--- config.mk ---
export PLATFORM = sky130hd
export DESIGN_NAME = ysyx_24110006_issue_ctrl
export DESIGN_NICKNAME = d
export VERILOG_FILES = /design/src/rtl/ysyx_24110006_issue_ctrl.sv
export SDC_FILE = /design/constraint.sdc
export NUM_CORES = 1
export LEC_CHECK = 0
export ABC_AREA = 1
export CAP_MARGIN = 10
export CORE_MARGIN = 5
export CORE_UTILIZATION = 50
export DETAILED_ROUTE_END_ITERATION = 16
export PLACE_DENSITY = 0.79
export REMOVE_ABC_BUFFERS = 1
export SYNTH_ARGS = -nofsm -noshare
export SYNTH_HDL_FRONTEND = slang
export SYNTH_SLANG_ARGS = --single-unit
--- constraint.sdc ---
create_clock -name i_clock -period 7 [get_ports i_clock]
set_input_delay 2.1 -clock i_clock [delete_from_list [all_inputs] [get_ports i_clock]]
set_output_delay 2.1 -clock i_clock [all_outputs]
set_load 0.05 [all_outputs]
--- src/rtl/ysyx_24110006_issue_ctrl.sv ---
// Issue scheduler between IDU and EXU: holds decoded instructions until register,
// CSR and serialization hazards clear, and tracks in-flight work until writeback.
module ysyx_24110006_issue_ctrl #(
    parameter int unsigned NR_REG       = 32,
    parameter int unsigned REG_W        = 5,
    parameter int unsigned MAX_INFLIGHT = 4,
    parameter int unsigned CNT_W        = 3
) (
    input  logic              i_clock,
    input  logic              i_reset,
    input  logic              i_valid,
    output logic              o_ready,
    input  logic [REG_W-1:0]  i_rs1,
    input  logic [REG_W-1:0]  i_rs2,
    input  logic              i_rs1_en,
    input  logic              i_rs2_en,
    input  logic [REG_W-1:0]  i_rd,
    input  logic              i_reg_wen,
    input  logic              i_csr,
    input  logic              i_serial,
    output logic              o_valid,
    input  logic              i_ready,
    input  logic              i_flush,
    input  logic              i_wb_valid,
    input  logic [REG_W-1:0]  i_wb_rd,
    input  logic              i_wb_reg_wen,
    input  logic              i_wb_csr,
    output logic [NR_REG-1:0] o_busy,
    output logic [CNT_W-1:0]  o_inflight,
    output logic [1:0]        o_state,
    output logic [31:0]       o_stall_cnt
);

    localparam int unsigned STALL_W = 32;

    typedef enum logic [1:0] {
        ST_RUN    = 2'd0,
        ST_DRAIN  = 2'd1,
        ST_SERIAL = 2'd2
    } state_t;

    state_t               r_state;
    state_t               w_state_nxt;
    logic [NR_REG-1:0]    r_busy;
    logic [NR_REG-1:0]    w_busy_nxt;
    logic                 r_csr_busy;
    logic                 w_csr_busy_nxt;
    logic [CNT_W-1:0]     r_inflight;
    logic [CNT_W-1:0]     w_inflight_nxt;
    logic [STALL_W-1:0]   r_stall_cnt;
    logic [STALL_W-1:0]   w_stall_cnt_nxt;

    logic w_raw;
    logic w_waw;
    logic w_csrh;
    logic w_full;
    logic w_ser;
    logic w_stall;
    logic w_fire;
    logic w_rd_set;
    logic w_wb_clr;

    // Hazards are evaluated only against registered state; no writeback bypass.
    assign w_raw  = (i_rs1_en & (i_rs1 != '0) & r_busy[i_rs1])
                  | (i_rs2_en & (i_rs2 != '0) & r_busy[i_rs2]);
    assign w_waw  = i_reg_wen & (i_rd != '0) & r_busy[i_rd];
    assign w_csrh = i_csr & r_csr_busy;
    assign w_full = (r_inflight == CNT_W'(MAX_INFLIGHT));
    assign w_ser  = (r_state == ST_SERIAL) | (i_serial & (r_inflight != '0));
    assign w_stall = w_raw | w_waw | w_csrh | w_full | w_ser;

    // A flush drops the wrong-path IDU instruction instead of issuing it.
    assign o_valid = i_valid & ~w_stall & ~i_flush;
    assign o_ready = (i_ready & ~w_stall) | i_flush;
    assign w_fire  = o_valid & i_ready;

    assign w_rd_set = w_fire & i_reg_wen & (i_rd != '0);
    assign w_wb_clr = i_wb_valid & i_wb_reg_wen & (i_wb_rd != '0);

    // Scoreboard, CSR reservation, occupancy and perf counter next values.
    always_comb begin
        w_busy_nxt      = r_busy;
        w_csr_busy_nxt  = r_csr_busy;
        w_inflight_nxt  = r_inflight;
        w_stall_cnt_nxt = r_stall_cnt;

        if (w_rd_set) begin
            w_busy_nxt[i_rd] = 1'b1;
        end
        if (w_wb_clr) begin
            w_busy_nxt[i_wb_rd] = 1'b0;
        end
        w_busy_nxt[0] = 1'b0;

        if (w_fire & i_csr) begin
            w_csr_busy_nxt = 1'b1;
        end
        if (i_wb_valid & i_wb_csr) begin
            w_csr_busy_nxt = 1'b0;
        end

        // Retire with nothing in flight is a protocol error; hold at zero.
        unique case ({w_fire, i_wb_valid})
            2'b10:   w_inflight_nxt = r_inflight + CNT_W'(1);
            2'b01:   w_inflight_nxt = (r_inflight != '0) ? r_inflight - CNT_W'(1) : r_inflight;
            default: w_inflight_nxt = r_inflight;
        endcase

        if (i_valid & ~i_flush & w_stall) begin
            w_stall_cnt_nxt = r_stall_cnt + STALL_W'(1);
        end
    end

    // Serialization FSM next state.
    always_comb begin
        w_state_nxt = r_state;
        unique case (r_state)
            ST_RUN: begin
                if (w_fire & i_serial) begin
                    w_state_nxt = ST_SERIAL;
                end else if (i_valid & i_serial & (r_inflight != '0) & ~i_flush) begin
                    w_state_nxt = ST_DRAIN;
                end
            end
            ST_DRAIN: begin
                if (w_fire & i_serial) begin
                    w_state_nxt = ST_SERIAL;
                end else if (i_flush | ~i_valid) begin
                    w_state_nxt = ST_RUN;
                end
            end
            ST_SERIAL: begin
                if (i_wb_valid & (r_inflight == CNT_W'(1))) begin
                    w_state_nxt = ST_RUN;
                end
            end
            default: w_state_nxt = ST_RUN;
        endcase
    end

    always_ff @(posedge i_clock) begin
        if (i_reset) begin
            r_state     <= ST_RUN;
            r_busy      <= '0;
            r_csr_busy  <= 1'b0;
            r_inflight  <= '0;
            r_stall_cnt <= '0;
        end else begin
            r_state     <= w_state_nxt;
            r_busy      <= w_busy_nxt;
            r_csr_busy  <= w_csr_busy_nxt;
            r_inflight  <= w_inflight_nxt;
            r_stall_cnt <= w_stall_cnt_nxt;
        end
    end

    assign o_busy      = r_busy;
    assign o_inflight  = r_inflight;
    assign o_state     = r_state;
    assign o_stall_cnt = r_stall_cnt;

endmodule
==> flow_metrics.tcl, run 1 <==
set metrics [dict create \
    powerDensity_nw_per_um2 168 \
    period_share_pct 91.6 \
    cts_tree "done" \
    gr-usage-met2_pct 46.2 \
    cts_sinks 69 \
    min_period_ns 6.41 \
    fmax_ghz 0.156 \
    leakagePower_nw 2.38 \
    start_kind "input pin" \
    crit_path_top_delay_cell "nor3_1" \
    path_max_fanout 5 \
    insertion_delay_ns 0.36 \
    worstRegToRegCells 14 \
    grt_max_degree 45 \
    min_to "o_stall_cnt[31]" \
    hold_buffers 0 \
    routed_wl_um 17000 \
    tightestPinTransition_ns 1.12 \
    cpPeakStageDelay_ns 0.71 \
    vias 5757 \
    die-area_um2 11800 \
    clk_pin_slew_worst_paths_ns 0.07 \
    clockBufferDepth 2 \
    path_common_cell "nand2_1" \
    netlist_area_um2 4880 \
    die_w_um 109 \
    routedWlPerCell_um 16.4 \
    root_buffer "clkbuf_8" \
    ys_warn_count 0 \
    diodes 0 \
    grt-ovfl-total 0 \
    cts_setup_buffers 0 \
    ir_worst_vdd_mv 0.105 \
    rows 36 \
    drc 0 \
    p_total_mw 1.04 \
    rsz0062_at_grt "false" \
    worst-path-buf-inv 3 \
    nFillCells 942 \
    crit_type "in2out" \
    finalHoldViolations 0 \
    start_util_pct 50.6 \
    holdPathStages 2 \
    avgSynthCellArea_um2 6.11 \
    worstHoldStart "o_stall_cnt[31]" \
    required_ns 4.90 \
    die_h_um 109 \
    core_region_area_um2 9640 \
    final_nets 934 \
    gr-usage-met1_pct 38.1 \
    status "finished clean" \
    cts_resized 0 \
    synth-seq-cells 69 \
    port_buffers 102 \
    ys_seq_area_share_pct 28.3 \
    finalSetupTns_ns 0 \
    grt_pass1_wl_um 26800 \
    area.growth.synth_to_final_pct 26.8 \
    busiest_layer "met2" \
    fin_skew_ns 0.00964 \
    drtIter0Drc 571 \
    met3_usage_pct 4.97 \
    drive_above_1_share_pct 6.33 \
    dr.pass1.iters 5 \
    slew_viol_final 0 \
    grt_pass1_vias 5295 \
    track_usage_pct 28.8 \
    syn_inst 799 \
    synth_cell_types 39 \
    rr_endpoint "o_stall_cnt[4]" \
    cts_made_buffers 9 \
    critPathArrivalTime_ns 4.31 \
    r2r_slack_ns 4.40 \
    crit_chain "clkdlybuf4s50_1 > nor3_1 > nand2_1 > nand2_1 > inv_2 > nand2_1 > nand2_2 > nor2_4 > nand2_4 > nor2_1 > buf_12" \
    r2r_start "o_inflight[0]" \
    endpoint_kind "output pin" \
    drv_cap 0 \
    gp_congestion 0.963 \
    ant_nets 0 \
    setup_viol 0 \
    grt_antenna_before_repair 0 \
    crit_family "simple AND/OR/NAND/NOR gates" \
    worst_hold_path_type "reg2reg" \
    ios 104 \
    htree_levels 3 \
    slew_headroom_pct 24.9 \
    via_per_inst 5.57 \
    dp_hpwl_um 13000 \
]
[cell usage in the layout (no fill, tap or decap), drive strengths merged, types with 12 or more instances in the layout]
master           n
nand2          244
inv            102
nand3           43
dfxtp           69
o21ai           48
buf             15
nor2            65
a21oi           76
nand4           44
xor2            14
clkdlybuf4s50  100
clkbuf          12
nor3            27
[Yosys cell counts (all sizes together)]
cell type	instances	area share, %
nand2	244	19
inv	102	7.8
a21oi	76	7.8
dfxtp	69	28
nor2	65	5.7
o21ai	48	4.9
nand4	44	5.8
nand3	43	4.6
nor3	27	3.0
buf	21	3.3
xor2	14	2.5
clkbuf	8	0.62
nor4	7	0.90
o211ai	7	1.1
xnor2	6	1.1
ha	5	1.3
o31ai	3	0.46
clkinv	2	0.18
nor3b	2	0.41
a211oi	1	0.15
a21boi	1	0.15
a221oi	1	0.18
a31oi	1	0.13
conb	1	0.077
o21a	1	0.15
[report_power, final]
part / total, mW / leakage (nW) / internal, mW / switching [mW]
logic: 0.288 / 1.72 / 0.0975 / 0.191
registers: 0.413 / 0.556 / 0.401 / 0.0117
clock network: 0.336 / 0.0964 / 0.174 / 0.163
total: 1.04 / 2.38 / 0.672 / 0.365
[flip-flops by register name, summed over array words and instances, names as in the netlist]
signal	flops
o_state	2
o_stall_cnt	32
o_busy	31
o_inflight	3
r_csr_busy	1
[worst max path at each step]
stage             start  endpoint  slack (ns)  cells past startpoint
2_1_floorplan   i_rd[4]   o_valid        1.10                      9
3_3_place_gp    i_rd[4]   o_valid        0.66                     11
3_5_place_dp    i_rd[4]   o_valid        0.63                     11
4_1_cts         i_rd[4]   o_valid        0.62                     11
5_1_grt        i_rs1[0]   o_valid        0.42                     12
6_report        i_rd[3]   o_valid        0.59                     11
[stage by stage]
stage	util [%]	cell area, um2	setup slack (ns)	hold WS (ns)	instances
3_3_place_gp	62.1	5990	0.658	0.479	1018
6_report	64.1	6180	0.591	0.501	1034
2_1_floorplan	-	4690	1.10	0.487	770
3_5_place_dp	62.1	5990	0.626	0.488	1018
5_1_grt	64.1	6180	0.420	0.515	1034
4_1_cts	64.1	6180	0.622	0.501	1034
[worst reg2reg max path: cells and delay by family (launching register included)]
kind	cells	cell delay, ns
flip-flops	1	0.36
AND/OR/NAND/NOR	6	0.94
AO/OA/AOI/OAI	4	0.59
buffers and inverters	3	0.46
adder cells (fa/ha/maj)	1	0.17
[routing by layer]
layer  share of wire (%)  wire length (um)  vias up
li1                    -                 -     2807
met1                  43              7310     2623
met2                  46              7740      284
met3                 8.0              1350       43
met4                 3.5               596        0
met5                   0                 0        -
[cell type report]
cell class / instances / area (um2) / area share [%]
Sequential cell: 69 / 1380 / 22.3
Clock buffer: 12 / 145 / 2.35
Tap cell: 133 / 166 / 2.69
Timing Repair Buffer: 115 / 1140 / 18.4
Multi-Input combinational cell: 597 / 2910 / 47.1
Clock inverter: 4 / 47.5 / 0.769
Inverter: 104 / 392 / 6.33
[logic make-up after synthesis]
logic type	share of synthesized area, %
simple gates	39.7
compound gates	15.0
flops	28.3
fa+ha+maj	1.28
buf+inv	12.0
other cells	0.0769
xor+xnor	3.59
(Power assumes the default switching activity.)
==> run 2, diff against run 1 <==
--- a/config.mk
+++ b/config.mk
@@ -10,4 +10,5 @@
 export CORE_MARGIN = 5
 export CORE_UTILIZATION = 50
+export CTS_CLUSTER_DIAMETER = 120
 export DETAILED_ROUTE_END_ITERATION = 16
 export PLACE_DENSITY = 0.79
@@ -16,2 +17,3 @@
 export SYNTH_HDL_FRONTEND = slang
 export SYNTH_SLANG_ARGS = --single-unit
+export TNS_END_PERCENT = 5
==> constraint.sdc (replaced) <==
create_clock -name i_clock -period 7 [get_ports i_clock]
set_input_delay 2.1 -clock i_clock [delete_from_list [all_inputs] [get_ports i_clock]]
set_output_delay 2.1 -clock i_clock [all_outputs]
set_load 0.01 [all_outputs]
==> run 2 against run 1 <==
Against the previous run:
- clock skew hardly changed
- sequential power hardly changed
- clock power is 4% higher
- flip-flop and latch count stayed put
- non-clock buffer count is 1 higher
- design area is 0.10% higher
- count of clock-buffer cells in the layout is 1 higher
- sequential share of layout area hardly changed
- hold slack better by 0.00072 ns
- total power is 2.4% lower
- fmax is 3.8% lower
- critical endpoint is now o_ready
==> flow_metrics.tcl, run 2 (same netlist as run 1, synthesis figures left out) <==
set metrics [dict create \
    setup_ws_ns 0.341 \
    most-common-layout-cells "237 x nand2_1, 102 x clkdlybuf4s50_1, 94 x inv_1" \
    path_common_cell "nand2_1" \
    area.growth.synth_to_final_pct 26.9 \
    p_comb_share_pct 24.6 \
    drc 0 \
    status "finished clean" \
    grt_antenna_before_repair 0 \
    ios 104 \
    routed_wl_um 17200 \
    drv_cap 0 \
    die_w_um 109 \
    setup_viol 0 \
    drtIter0Drc 441 \
    final_core_util_pct 64.2 \
    grt_pass1_wl_um 28000 \
    cts_sinks 69 \
    tightestPinTransition_ns 1.15 \
    crit_chain "clkdlybuf4s50_1 > inv_1 > nand2_1 > nand2_1 > nand2_1 > nand2_1 > nor2_1 > nand2_1 > nand2_1 > nand2_2 > nor2_4 > nand3_1 > nand2_1 > clkdlybuf4s50_1" \
    min_to "o_stall_cnt[31]" \
    layout_commonest_cell "nand2_1" \
    power.internal_mw 0.688 \
    fin_skew_ns 0.00961 \
    track_usage_pct 29.8 \
    ant_nets 0 \
    start_kind "input pin" \
    p_sw_mw 0.325 \
    rsz0062_at_grt "false" \
    path_max_fanout 8 \
    r2r_slack_ns 4.38 \
    largest_reg_flops 32 \
    placed_area_um2 5980 \
    cts_setup_buffers 0 \
    drive_above_1_share_pct 6.32 \
    slew_headroom_pct 23.5 \
    whs_ns 0.501 \
    pwr-share-clk_pct 34.6 \
    clk_pin_slew_worst_paths_ns 0.08 \
    dp_hpwl_um 13200 \
    place_worst_setup_slack_ns 0.369 \
    grt_max_degree 45 \
    core_region_area_um2 9640 \
    rows 36 \
    vias 5797 \
    crit_path_top_delay_cell "clkdlybuf4s50_1" \
    worstHoldStart "o_stall_cnt[31]" \
    crit_type "in2out" \
    netSwitchingFraction_pct 32.0 \
    finalHoldViolations 0 \
    port_buffers 102 \
    design_area_um2 6190 \
    p_seq_share_pct 40.8 \
    p_total_mw 1.01 \
    via_per_inst 5.60 \
    root_buffer "clkbuf_8" \
    worstRegToRegCells 14 \
    period_share_pct 95.1 \
    grt-ovfl-total 0 \
    fmax_ghz 0.150 \
    worst_hold_path_type "reg2reg" \
    die-area_um2 11800 \
    dr.pass1.iters 5 \
    htree_levels 3 \
    leakagePower_nw 2.38 \
    cts_tree "done" \
    slew_viol_final 0 \
    endpoint_kind "output pin" \
    min_period_ns 6.66 \
    ir_worst_vdd_mv 0.137 \
    hold_buffers 0 \
    diodes 0 \
    fin_cells 1035 \
    final_nets 935 \
    place_inst 1019 \
    insertion_delay_ns 0.35 \
    start_util_pct 50.6 \
    die_h_um 109 \
    rr_endpoint "o_stall_cnt[4]" \
    cts_made_buffers 9 \
    required_ns 4.90 \
    clockBufferDepth 2 \
    holdPathStages 2 \
    critPathArrivalTime_ns 4.56 \
    r2r_start "o_inflight[0]" \
    cts_resized 0 \
    finalSetupTns_ns 0 \
    gp_congestion 0.980 \
    cpPeakStageDelay_ns 0.67 \
    routedWlPerCell_um 16.6 \
    powerDensity_nw_per_um2 164 \
    grt_pass1_vias 5706 \
]
[run 2: cell count changes in the layout (fill, tap and decap cells not counted), sizes merged]
cell	previous run	this run
clkbuf	12	13
clkinv	4	3
buf	15	14
clkdlybuf4s50	100	102
[run 2: how the worst max path moves through the flow]
stage	slack (ns)	cells past startpoint	startpoint	to
2_1_floorplan	1.58	9	i_rd[4]	o_valid
3_3_place_gp	0.35	14	i_rd[1]	o_valid
3_5_place_dp	0.37	14	i_rd[1]	o_ready
4_1_cts	0.36	14	i_rd[1]	o_ready
5_1_grt	0.17	14	i_rd[1]	o_valid
6_report	0.34	14	i_rd[1]	o_ready
[run 2: per-layer routing]
| layer | wire (um) | part of all wire, % | vias up | track usage, % |
|---|---|---|---|---|
| met2 | 8010 | 47 | 281 | 49.9 |
| li1 | - | - | 2806 | - |
| met5 | 0 | 0 | - | 0 |
| met4 | 519 | 3.0 | 0 | 12.1 |
| met1 | 7380 | 43 | 2669 | 37.6 |
| met3 | 1250 | 7.3 | 41 | 5.62 |
[run 2: worst max-delay path: cells and delay by family]
family,cells,cell delay (ns)
buffers and inverters,3,1.45
AND/OR/NAND/NOR,11,1.01
[run 2: cell type report]
cell class / instances / area (um2)
fill: 930 / 3450
tap: 133 / 166
sequential: 69 / 1380
clock buffer: 13 / 169
inverter: 104 / 392
multi-input combinational: 597 / 2910
timing repair buffer: 116 / 1130
clock inverter: 3 / 42.5
[run 2: power groups by stage]
stage	Sequential, mW	Combinational [mW]	Clock (mW)
after global placement	0.421	0.240	0
final	0.413	0.250	0.350
after detailed placement	0.422	0.247	0
after global routing	0.415	0.278	0.374
after CTS	0.413	0.249	0.352
after floorplan	0.424	0.143	0
